<file path="src/rtl/rst_seq.sv">
// rst_seq: reset synchroniser plus sequenced, gap-programmable release of NUM_CH reset domains.
// Define RST_SEQ_SW_RST_EN to enable the sw_rst_req re-sequence; otherwise the port is ignored.
module rst_seq #(
    parameter int SYNC_STAGES = 2,
    parameter int NUM_CH      = 4,
    parameter int DLY_W       = 8,
    parameter int STRETCH     = 16
) (
    input  logic                    clk,
    input  logic                    rst_n,
    input  logic                    sw_rst_req,
    input  logic [NUM_CH*DLY_W-1:0] ch_dly,
    output logic [NUM_CH-1:0]       o_rst_n_sync,
    output logic                    o_busy,
    output logic                    o_all_released
);
    localparam int CNT_W = $clog2(STRETCH + 1);
    localparam int IDX_W = (NUM_CH > 1) ? $clog2(NUM_CH) : 1;
    localparam logic [CNT_W-1:0] CNT_LAST = CNT_W'(STRETCH - 1);
    localparam logic [IDX_W-1:0] IDX_LAST = IDX_W'(NUM_CH - 1);

    typedef enum logic [1:0] {ASSERT, RELEASE, DONE} state_t;

    state_t                        state_q, state_d;
    logic [SYNC_STAGES-1:0]        sync_q;
    logic                          rst_sync;
    logic [CNT_W-1:0]              cnt_q, cnt_d;
    logic [IDX_W-1:0]              idx_q, idx_d;
    logic [DLY_W-1:0]              rcnt_q, rcnt_d, dly_next;
    logic [NUM_CH-1:0][DLY_W-1:0]  dly_q, dly_d;
    logic [NUM_CH-1:0]             rst_q, rst_d;
    logic                          busy_q, busy_d, all_q, all_d;
    logic                          sw_hit;

    assign rst_sync = sync_q[SYNC_STAGES-1];

`ifdef RST_SEQ_SW_RST_EN
    // Software request only re-sequences once the stretch phase is over.
    assign sw_hit = sw_rst_req && (state_q != ASSERT);
`else
    logic sw_unused;
    assign sw_unused = sw_rst_req;
    assign sw_hit    = 1'b0;
`endif

    // Gap for the channel after idx_q, taken from the snapshot.
    always_comb begin
        dly_next = '0;
        for (int i = 1; i < NUM_CH; i++)
            if (idx_q == IDX_W'(i - 1)) dly_next = dly_q[i];
    end

    always_comb begin
        state_d = state_q;
        cnt_d   = cnt_q;
        idx_d   = idx_q;
        rcnt_d  = rcnt_q;
        dly_d   = dly_q;
        rst_d   = rst_q;
        busy_d  = busy_q;
        all_d   = all_q;
        case (state_q)
            ASSERT: begin
                if (rst_sync) begin
                    cnt_d = cnt_q + 1'b1;
                    if (cnt_q == CNT_LAST) begin
                        state_d = RELEASE;
                        idx_d   = '0;
                        dly_d   = ch_dly;
                        rcnt_d  = ch_dly[DLY_W-1:0];
                    end
                end
            end
            RELEASE: begin
                if (rcnt_q != '0) begin
                    rcnt_d = rcnt_q - 1'b1;
                end else begin
                    for (int i = 0; i < NUM_CH; i++)
                        if (idx_q == IDX_W'(i)) rst_d[i] = 1'b1;
                    if (idx_q == IDX_LAST) begin
                        state_d = DONE;
                        busy_d  = 1'b0;
                        all_d   = 1'b1;
                    end else begin
                        idx_d  = idx_q + 1'b1;
                        rcnt_d = dly_next;
                    end
                end
            end
            DONE:    ;
            default: state_d = ASSERT;
        endcase
        if (sw_hit) begin
            state_d = ASSERT;
            cnt_d   = '0;
            rst_d   = '0;
            busy_d  = 1'b1;
            all_d   = 1'b0;
        end
    end

    always_ff @(posedge clk or negedge rst_n) begin
        if (!rst_n) begin
            sync_q  <= '0;
            state_q <= ASSERT;
            cnt_q   <= '0;
            idx_q   <= '0;
            rcnt_q  <= '0;
            dly_q   <= '0;
            rst_q   <= '0;
            busy_q  <= 1'b1;
            all_q   <= 1'b0;
        end else begin
            sync_q  <= {sync_q[SYNC_STAGES-2:0], 1'b1};
            state_q <= state_d;
            cnt_q   <= cnt_d;
            idx_q   <= idx_d;
            rcnt_q  <= rcnt_d;
            dly_q   <= dly_d;
            rst_q   <= rst_d;
            busy_q  <= busy_d;
            all_q   <= all_d;
        end
    end

    assign o_rst_n_sync   = rst_q;
    assign o_busy         = busy_q;
    assign o_all_released = all_q;
endmodule

</file>
<file path="config.mk">
export PLATFORM = sky130hd
export DESIGN_NAME = rst_seq
export DESIGN_NICKNAME = d
export VERILOG_FILES = /design/src/rtl/rst_seq.sv
export SDC_FILE = /design/constraint.sdc
export NUM_CORES = 1
export LEC_CHECK = 0
export CAP_MARGIN = 20
export CORE_AREA = 2 2 71 73
export DETAILED_ROUTE_END_ITERATION = 6
export DIE_AREA = 0 0 73 75
export HOLD_SLACK_MARGIN = 0.08
export PLACE_DENSITY = 0.8
export REMOVE_ABC_BUFFERS = 1
export SLEW_MARGIN = 20
export SYNTH_ARGS = -nofsm -noshare
export SYNTH_HDL_FRONTEND = slang
export SYNTH_SLANG_ARGS = --single-unit
</file>
<file path="constraint.sdc">
create_clock -name clk -period 3.01 [get_ports clk]
set_input_delay 0.602 -clock clk [delete_from_list [all_inputs] [get_ports clk]]
set_output_delay 0.602 -clock clk [all_outputs]
set_load 0.01 [all_outputs]
</file>
== Word level (Yosys, flattened, before mapping) ==
Cells that the tools add are included.
Word-level totals
  flip-flop bits (word level): 48
  output and inout bits: 6
  logic and storage cells: 61
  input bits: 35
Operators by class
  equal/unequal tests: 12
  add/sub/neg operators: 3
  bitwise operators: 2
  multiplexer cells: 18
  reductions and logical operators: 13
Operator list (count)
  two-way mux 8 bit: 7
  two-way mux 2 bit: 8
  case mux 8 bit (2 select lines): 1
  AND reduction 3 bit: 5
  != test 2 bit (second input constant): 5
  AND reduction 5 bit: 2
  nonzero test 8 bit: 1
  subtractor 8 x 1 -> 8 bit (second input constant): 1
  == test 2 bit (second input constant): 3
  case mux 2 bit (3 select lines): 1
  adder 5 x 1 -> 5 bit (second input constant): 1
  == test 5 x 4 -> 1 bit (second input constant): 1
  == test 2 x 1 -> 1 bit (second input constant): 2
  zero test 2 bit: 2
  case mux 2 bit (2 select lines): 1
  AND reduction 4 bit: 1
  != test 3 bit (second input constant): 1
  adder 2 x 1 -> 2 bit (second input constant): 1
  NOT 1 bit: 2
  AND reduction 2 bit: 1
  nonzero test 2 bit: 1

== Longest topological paths before layout ==
Gate-level depths: netlist of the first run.
  depth in word-level cells: 7
  depth in mapped cells: 8
  gate-level depth less buffers: 8

== Least setup slack after synthesis of the first run ==
Ideal clock, no wire load.
  path kind: register -> register
  from: register rcnt_q[0]
  to: register busy_q (netlist: o_busy)
  setup slack: 1.033 ns
  required time: 2.933 ns
  arrival time: 1.900 ns
  path buffers: 1
  cell stages (with the launch flop): 8
  library setup time: 0.077 ns
  period minus slack after synthesis: 1.977 ns
  cells stage by stage: dfrtp_1 > inv_1 > ha_1 > or3b_2 > clkbuf_1 > nor3_2 > nand2_1 > and2_1
On the way
  cells in the longest elaborated chain, start to end: 3
RTL lines
  start, declared: line 29  | logic [DLY_W-1:0] rcnt_q, rcnt_d, dly_next;
  start signal, assigned: line 118  | rcnt_q <= rcnt_d;
  nonzero test 8 bit: line 75  | if (rcnt_q != '0) begin
  NOT 1 bit (no line)
  AND reduction 3 bit (no line)
  end signal, assigned: line 121  | busy_q <= busy_d;
  end, declared: line 32  | logic busy_q, busy_d, all_q, all_d;
No other way between the ends.
A chain may end at the register's enable or synchronous reset.

== Worst setup path after layout of the first run ==
  from: register cnt_q[0]
  to: register rcnt_q[4]
On the way
  cells in the longest elaborated chain, start to end: 3
RTL lines
  start, declared: line 27  | logic [CNT_W-1:0] cnt_q, cnt_d;
  start signal, assigned: line 116  | cnt_q <= cnt_d;
  == test 5 x 4 -> 1 bit: line 66  | if (cnt_q == CNT_LAST) begin
  != test 2 bit (no line)
  AND reduction 4 bit (no line)
No other way between the ends.

==> results of run 1 <==
[routing by layer]
| layer | vias up | routed length (µm) | track usage (%) | share of wire [%] |
|---|---|---|---|---|
| met3 | 13 | 217 | 4.552 | 4.0 |
| met5 | - | 0 | 0 | 0 |
| met1 | 968 | 2471 | 29.83 | 46 |
| li1 | 1014 | - | - | - |
| met2 | 65 | 2592 | 35.94 | 48 |
| met4 | 0 | 127 | 7.407 | 2.3 |
[cell families after synthesis]
| family | after synthesis | synth area share [%] |
|---|---|---|
| compound gates | 56 | 16.29 |
| xor+xnor | 3 | 1.043 |
| fa+ha+maj | 8 | 3.972 |
| buf+inv | 26 | 4.667 |
| flops | 48 | 47.72 |
| mux | 3 | 1.241 |
| other cells | 1 | 0.1488 |
| simple gates | 132 | 24.93 |
[placed cells by master, fill, tap and decap left out, drive strengths merged, types with 4 or more instances in the layout]
| master | instances |
|---|---|
| a21o | 5 |
| a31oi | 4 |
| nor2 | 8 |
| ha | 8 |
| clkbuf | 6 |
| clkdlybuf4s50 | 38 |
| a21oi | 11 |
| dfrtp | 47 |
| nand3 | 6 |
| inv | 10 |
| o21ai | 10 |
| nand2 | 83 |
| a2bb2oi | 7 |
| nor3b | 4 |
| nand3b | 7 |
[registers in the layout (all words and copies together) (netlist names)]
name and count:
cnt_q 5, dly_q 24, idx_q 2, o_all_released 1, o_busy 1, o_rst_n_sync 3
rcnt_q 8, state_q 2, sync_q 2
[stage by stage]
| step | TNS [ns] | total power [mW] | area, µm² |
|---|---|---|---|
| 6_report | 0 | 2.161 | 3018 |
| 5_1_grt | 0 | 2.325 | 3018 |
| 4_1_cts | 0 | 2.168 | 3015 |
| 3_5_place_dp | 0 | 1.772 | 2923 |
| 3_3_place_gp | 0 | 1.732 | 2923 |
| 2_1_floorplan | -2.007 | 1.538 | 2440 |
[worst max-delay path, cell delays in order, from the launching register on]
cell and delay [ns]:
dfrtp_1 0.41, ha_1 0.19, and3_1 0.15, ha_1 0.18, or4bb_1 0.55, o21ai_2 0.23, nor2_1 0.20, a221oi_2 0.32
[cell type report]
class / instances / area [µm²] / share of cell area, %
clock inverters: 2 / 10.01 / 0.3317
repair buffers: 41 / 402.9 / 13.35
clock buffers: 6 / 82.58 / 2.736
flip-flops and latches: 48 / 1202 / 39.84
well taps: 54 / 67.56 / 2.239
multi-input cells: 203 / 1215 / 40.26
inverters: 10 / 37.54 / 1.244
[path summary, 6_finish.rpt]
check                           from              end  slack, ns
setup / recovery            cnt_q[0]        rcnt_q[4]       0.70
hold / removal                 rst_n  o_rst_n_sync[1]       0.31
setup reg to reg            cnt_q[0]        rcnt_q[4]       0.70
hold reg to reg            sync_q[0]        sync_q[1]       0.37
max in group asynchronous      rst_n        rcnt_q[3]       2.32
min in group clk           sync_q[0]        sync_q[1]       0.37
[power by group through the flow]
stage | Combinational [mW] | Clock (mW) | Sequential, mW
2_1_floorplan | 0.540 | 0 | 0.998
3_3_place_gp | 0.700 | 0 | 1.03
3_5_place_dp | 0.733 | 0 | 1.04
4_1_cts | 0.734 | 0.402 | 1.03
5_1_grt | 0.832 | 0.426 | 1.07
6_report | 0.732 | 0.393 | 1.04
==> run_results.csv, run 1 <==
group,metric,value,unit
die,die_h,75,µm
run_status,status,"finished clean",
yosys,ys_ff_latch,48,
cells_and_area,n_fill_cell,409,
drt,drc_errors,0,
timing,maxSlewHeadroom,52.14,%
timing,setup_violations,0,
yosys,synth_top_area_share,46.67,%
cells_and_area,antenna_cells,0,
global_route,overflow,0,
yosys,syn_avg_cell_area,9.097,µm²
placed_design,place_hpwl,3.791,mm
pwr,intPower,1.403,mW
die,die-area,5475,µm²
pwr,leakagePower,1.275,nW
yosys,ys_warn_count,0,
timing,timing.final.hold_violations,0,
drt,drt-wirelength-per-cell,14.86,µm
cts,clock-root-buffer,"clkbuf_8",
timing,drv_slew,0,
cts,htree_levels,2,
cts,numCtsBuffers,5,
timing,fmax,433.1,MHz
global_route,grt_pass1_vias,2024,
timing,rsz0062_at_grt,"false",
drt,drtIter0Drc,147,
cts,clk_pin_slew,0.09,ns
yosys,synth_area_leaders,"dfrtp_1 47%, nand2_1 12%, ha_1 4.0%",
yosys,synth_flop_cell,"dfrtp_1",
drt,drtPass1Iterations,4,
global_route,grt_use_total,22.12,%
drt,routed_wl,5.409,mm
drt,detail-route-antenna-nets,0,
placed_design,gp_congestion,0.9023,
global_route,antenna_found_initial,0,
timing,period_minus_slack,2.309,ns
timing,holdWs,0.3051,ns
pwr,p_comb_share,33.9,%
yosys,synth.distinct_cells,54,
global_route,grt_max_degree,49,
die,die_x,73,µm
placed_design,post-place-cells,356,
cells_and_area,nets,352,
cells_and_area,drive_gt1_share,7.097,%
die,ios,41,
pwr,pwr-share-clk,18.2,%
pwr,peakVddDrop,0.3603,mV
drt,vias_per_cell,5.659,
cells_and_area,area_growth,19.76,%
die,rows,25,
pwr,switching_share,35.09,%
cts,post_cts_resized,0,
global_route,grt_pass1_wl,9.321,mm
worst_setup_path,r2r_cells,7,
yosys,synth_area,2520,µm²
timing,fin_crit_sh,76.71,%
drt,vias,2060,
pwr,p_sw,758.4,µW
worst_setup_path,crit_required,3.22,ns
placed_design,io_buffers,39,
flow_run,drv_cap,0,
cts,clock_path_buffers,2,
pwr,power_frac_seq,47.9,%
worst_setup_path,crit_fanout,9,
placed_design,place_ws,0.7107,ns
die,core_area,4661,µm²
yosys,yosysSeqAreaShare,47.72,%
cts,insertion_delay,0.30,ns
yosys,yosys.area.top_type,"dfrtp_1",
cells_and_area,utilization,64.75,%
yosys,synth-edff-count,0,
timing,clock_skew,0.01156,ns
yosys,synth.most_common_cell,"nand2_1",
die,start_util,54.07,%
worst_setup_path,start_kind,"register",
cells_and_area,layoutNonFillerInstCount,364,
worst_setup_path,crit_arrival,2.52,ns
pwr,cellPowerDensity,716.1,nW/µm²
yosys,synth_cells,277,
worst_setup_path,endpoint_kind,"register",
min_path,hold_path_class,"input port to asynchronous set/reset pin",
cts,cts_post_setup_buffers_inserted,0,
yosys,ys_async_sr_fraction,100.0,%
timing,worst_pin_slew,0.7179,ns
worst_setup_path,crit_type,"register to register",
cts,cts.sinks,48,
cts,cts_tree,"built",
cts,ctsHoldBuffers,0,
timing,setup_ws,0.7012,ns
yosys,synth_commonest_cells,"83 x nand2_1, 47 x dfrtp_1, 11 x clkbuf_1",
Note: power is estimated with default switching activity, not from simulation.
==> inputs of run 2 (changes only) <==
Settings changed: CORE_AREA 2 2 71 73 to 2 2 76 78, DIE_AREA 0 0 73 75 to 0 0 78 80, PLACE_DENSITY 0.8 to 0.74.
Clock period 3.01 ns to 2 ns, I/O delays scaled along.
==> run_results.csv, run 2 (synthesis gave the netlist of run 1 again) <==
group,metric,value,unit
timing,period_minus_slack,1.979,ns
cells_and_area,largest_register_ffs,24,
cts,htree_levels,2,
placed_design,place_area,3153,µm²
worst_setup_path,crit_required,2.22,ns
cells_and_area,drive_gt1_share,18.69,%
flow_run,drv_cap,0,
drt,vias,2192,
timing,drv_slew,0,
global_route,gr-usage-met2,34.31,%
timing,rsz0062_at_grt,"true",
cells_and_area,design_area,3366,µm²
drt,drtIter0Drc,171,
worst_setup_path,rrSetupSlack,0.02,ns
pwr,switching_share,35.82,%
cts,clk_pin_slew,0.09,ns
global_route,grt_pass1_wl,9.922,mm
placed_design,post-place-cells,400,
global_route,grt_use_total,20.41,%
run_status,status,"finished clean",
worst_setup_path,crit_type,"register to register",
worst_setup_path,worstReg2RegStart,"cnt_q[1]",
worst_setup_path,r2r_cells,8,
die,die-area,6240,µm²
drt,drc_errors,0,
pwr,power_frac_seq,44.5,%
cts,insertion_delay,0.30,ns
cells_and_area,antenna_cells,0,
timing,setup_violations,0,
pwr,leakagePower,1.435,nW
global_route,grt.met1_usage,26.32,%
placed_design,place_hpwl,4.384,mm
timing,setup_ws,0.02065,ns
pwr,pwr-share-clk,17.1,%
cells_and_area,reg_top3,"dly_q (24), rcnt_q (8), cnt_q (5)",
worst_setup_path,start_kind,"register",
die,ios,41,
placed_design,io_buffers,39,
global_route,antenna_found_initial,0,
die,core_area,5405,µm²
pwr,peakVddDrop,0.4913,mV
die,start_util,46.62,%
die,rows,27,
cells_and_area,mostFrequentLayoutCells,"83 x nand2_1, 47 x dfrtp_1, 38 x clkdlybuf4s50_1, 24 x buf_4",
timing,timing.final.hold_violations,0,
cts,cts.sinks,48,
cells_and_area,regMostFlops,"dly_q",
cells_and_area,nets,379,
timing,worst_pin_slew,0.6868,ns
cts,numCtsBuffers,5,
cts,clock-root-buffer,"clkbuf_8",
global_route,grt_busiest_layer,"met2",
placed_design,place_ws,-0.05091,ns
timing,maxSlewHeadroom,54.12,%
timing,clock_skew,0.004482,ns
drt,detail-route-antenna-nets,0,
worst_setup_path,crit_fanout,5,
cts,clock_path_buffers,2,
pwr,p_comb_share,38.4,%
timing,fmax,505.2,MHz
pwr,cellPowerDensity,1034,nW/µm²
timing,tns,0,ns
global_route,overflow,0,
worst_setup_path,cp-startpoint,"cnt_q[1]",
timing,fin_crit_sh,98.97,%
drt,drt-wirelength-per-cell,14.63,µm
cells_and_area,area_growth,33.57,%
die,die_h,80,µm
drt,vias_per_cell,5.359,
drt,drtPass1Iterations,4,
cts,cts_tree,"built",
cts,ctsHoldBuffers,0,
worst_setup_path,reg2reg_to,"rcnt_q[2]",
cells_and_area,layoutNonFillerInstCount,409,
min_path,hold_path_class,"input port to asynchronous set/reset pin",
die,die_x,78,µm
drt,routed_wl,5.982,mm
global_route,grt_pass1_vias,2107,
pwr,p_sw,1.247,mW
global_route,grt.met3_usage,4.299,%
cells_and_area,final_common_cell,"nand2_1",
worst_setup_path,endpoint,"rcnt_q[2]",
worst_setup_path,crit_arrival,2.20,ns
placed_design,gp_congestion,0.9621,
global_route,grt_max_degree,29,
pwr,intPower,2.234,mW
worst_setup_path,endpoint_kind,"register",
[run 2: cell count changes in the layout (fill, tap and decap cells not counted), moves of 2 or more]
cell / previous run / this run
buf_4: 3 / 24
buf_6: 0 / 3
buf_12: 0 / 2
ha_1: 8 / 6
o22ai_1: 3 / 1
[run 2: cell type report]
| class | instances | area, µm² |
|---|---|---|
| clock buffer | 6 | 82.58 |
| fill | 483 | 2039 |
| timing repair buffer | 68 | 639.4 |
| clock inverter | 2 | 10.01 |
| multi-input combinational | 203 | 1304 |
| sequential | 48 | 1202 |
| tap | 72 | 90.09 |
| inverter | 10 | 37.54 |
[run 2: layer usage]
| layer | part of all wire, % | vias to the layer above |
|---|---|---|
| li1 | - | 1064 |
| met1 | 45 | 1047 |
| met2 | 48 | 71 |
| met3 | 5.2 | 10 |
| met4 | 1.7 | 0 |
| met5 | 0 | - |
[run 2: power groups by stage]
| stage | clock [mW] | combinational (mW) | sequential (mW) |
|---|---|---|---|
| floorplan | 0 | 0.813 | 1.50 |
| global route | 0.645 | 1.49 | 1.59 |
| detailed placement | 0 | 1.27 | 1.55 |
| global placement | 0 | 1.24 | 1.53 |
| CTS | 0.606 | 1.29 | 1.54 |
| finish | 0.594 | 1.34 | 1.55 |
[run 2: what timing repair did]
item                                    CTS  global route
hold endpoints to repair                  0             0
setup buffers                             0             1
gates resized for setup                   7            18
endpoints found under the setup margin    7            11
pin swaps                                 1             6
[run 2: stage by stage]
stage | power (mW) | util, % | hold slack, ns
floorplan | 2.315 | - | 0.1044
global placement | 2.769 | 58.33 | 0.3328
detailed placement | 2.828 | 58.33 | 0.3385
CTS | 3.433 | 60.58 | 0.09368
global route | 3.734 | 62.27 | 0.1273
finish | 3.481 | 62.27 | 0.07694
[run 2: how the worst min path moves through the flow]
stage / startpoint / end / slack [ns] / cells past startpoint
finish: rst_n / dly_q[14] / 0.08 / 1
global route: rst_n / dly_q[28] / 0.13 / 1
CTS: rst_n / dly_q[28] / 0.09 / 1
detailed placement: sync_q[0] / sync_q[1] / 0.34 / 0
global placement: sync_q[0] / sync_q[1] / 0.33 / 0
floorplan: rst_n / cnt_q[0] / 0.10 / 0
[run 2: critical path, stage by stage (launching register included)]
cell      delay [ns]
dfrtp_1         0.38
ha_2            0.18
and3_4          0.18
ha_4            0.13
or4bb_4         0.49
o21ai_4         0.14
buf_6           0.16
nor3_2          0.04
a211oi_2        0.19
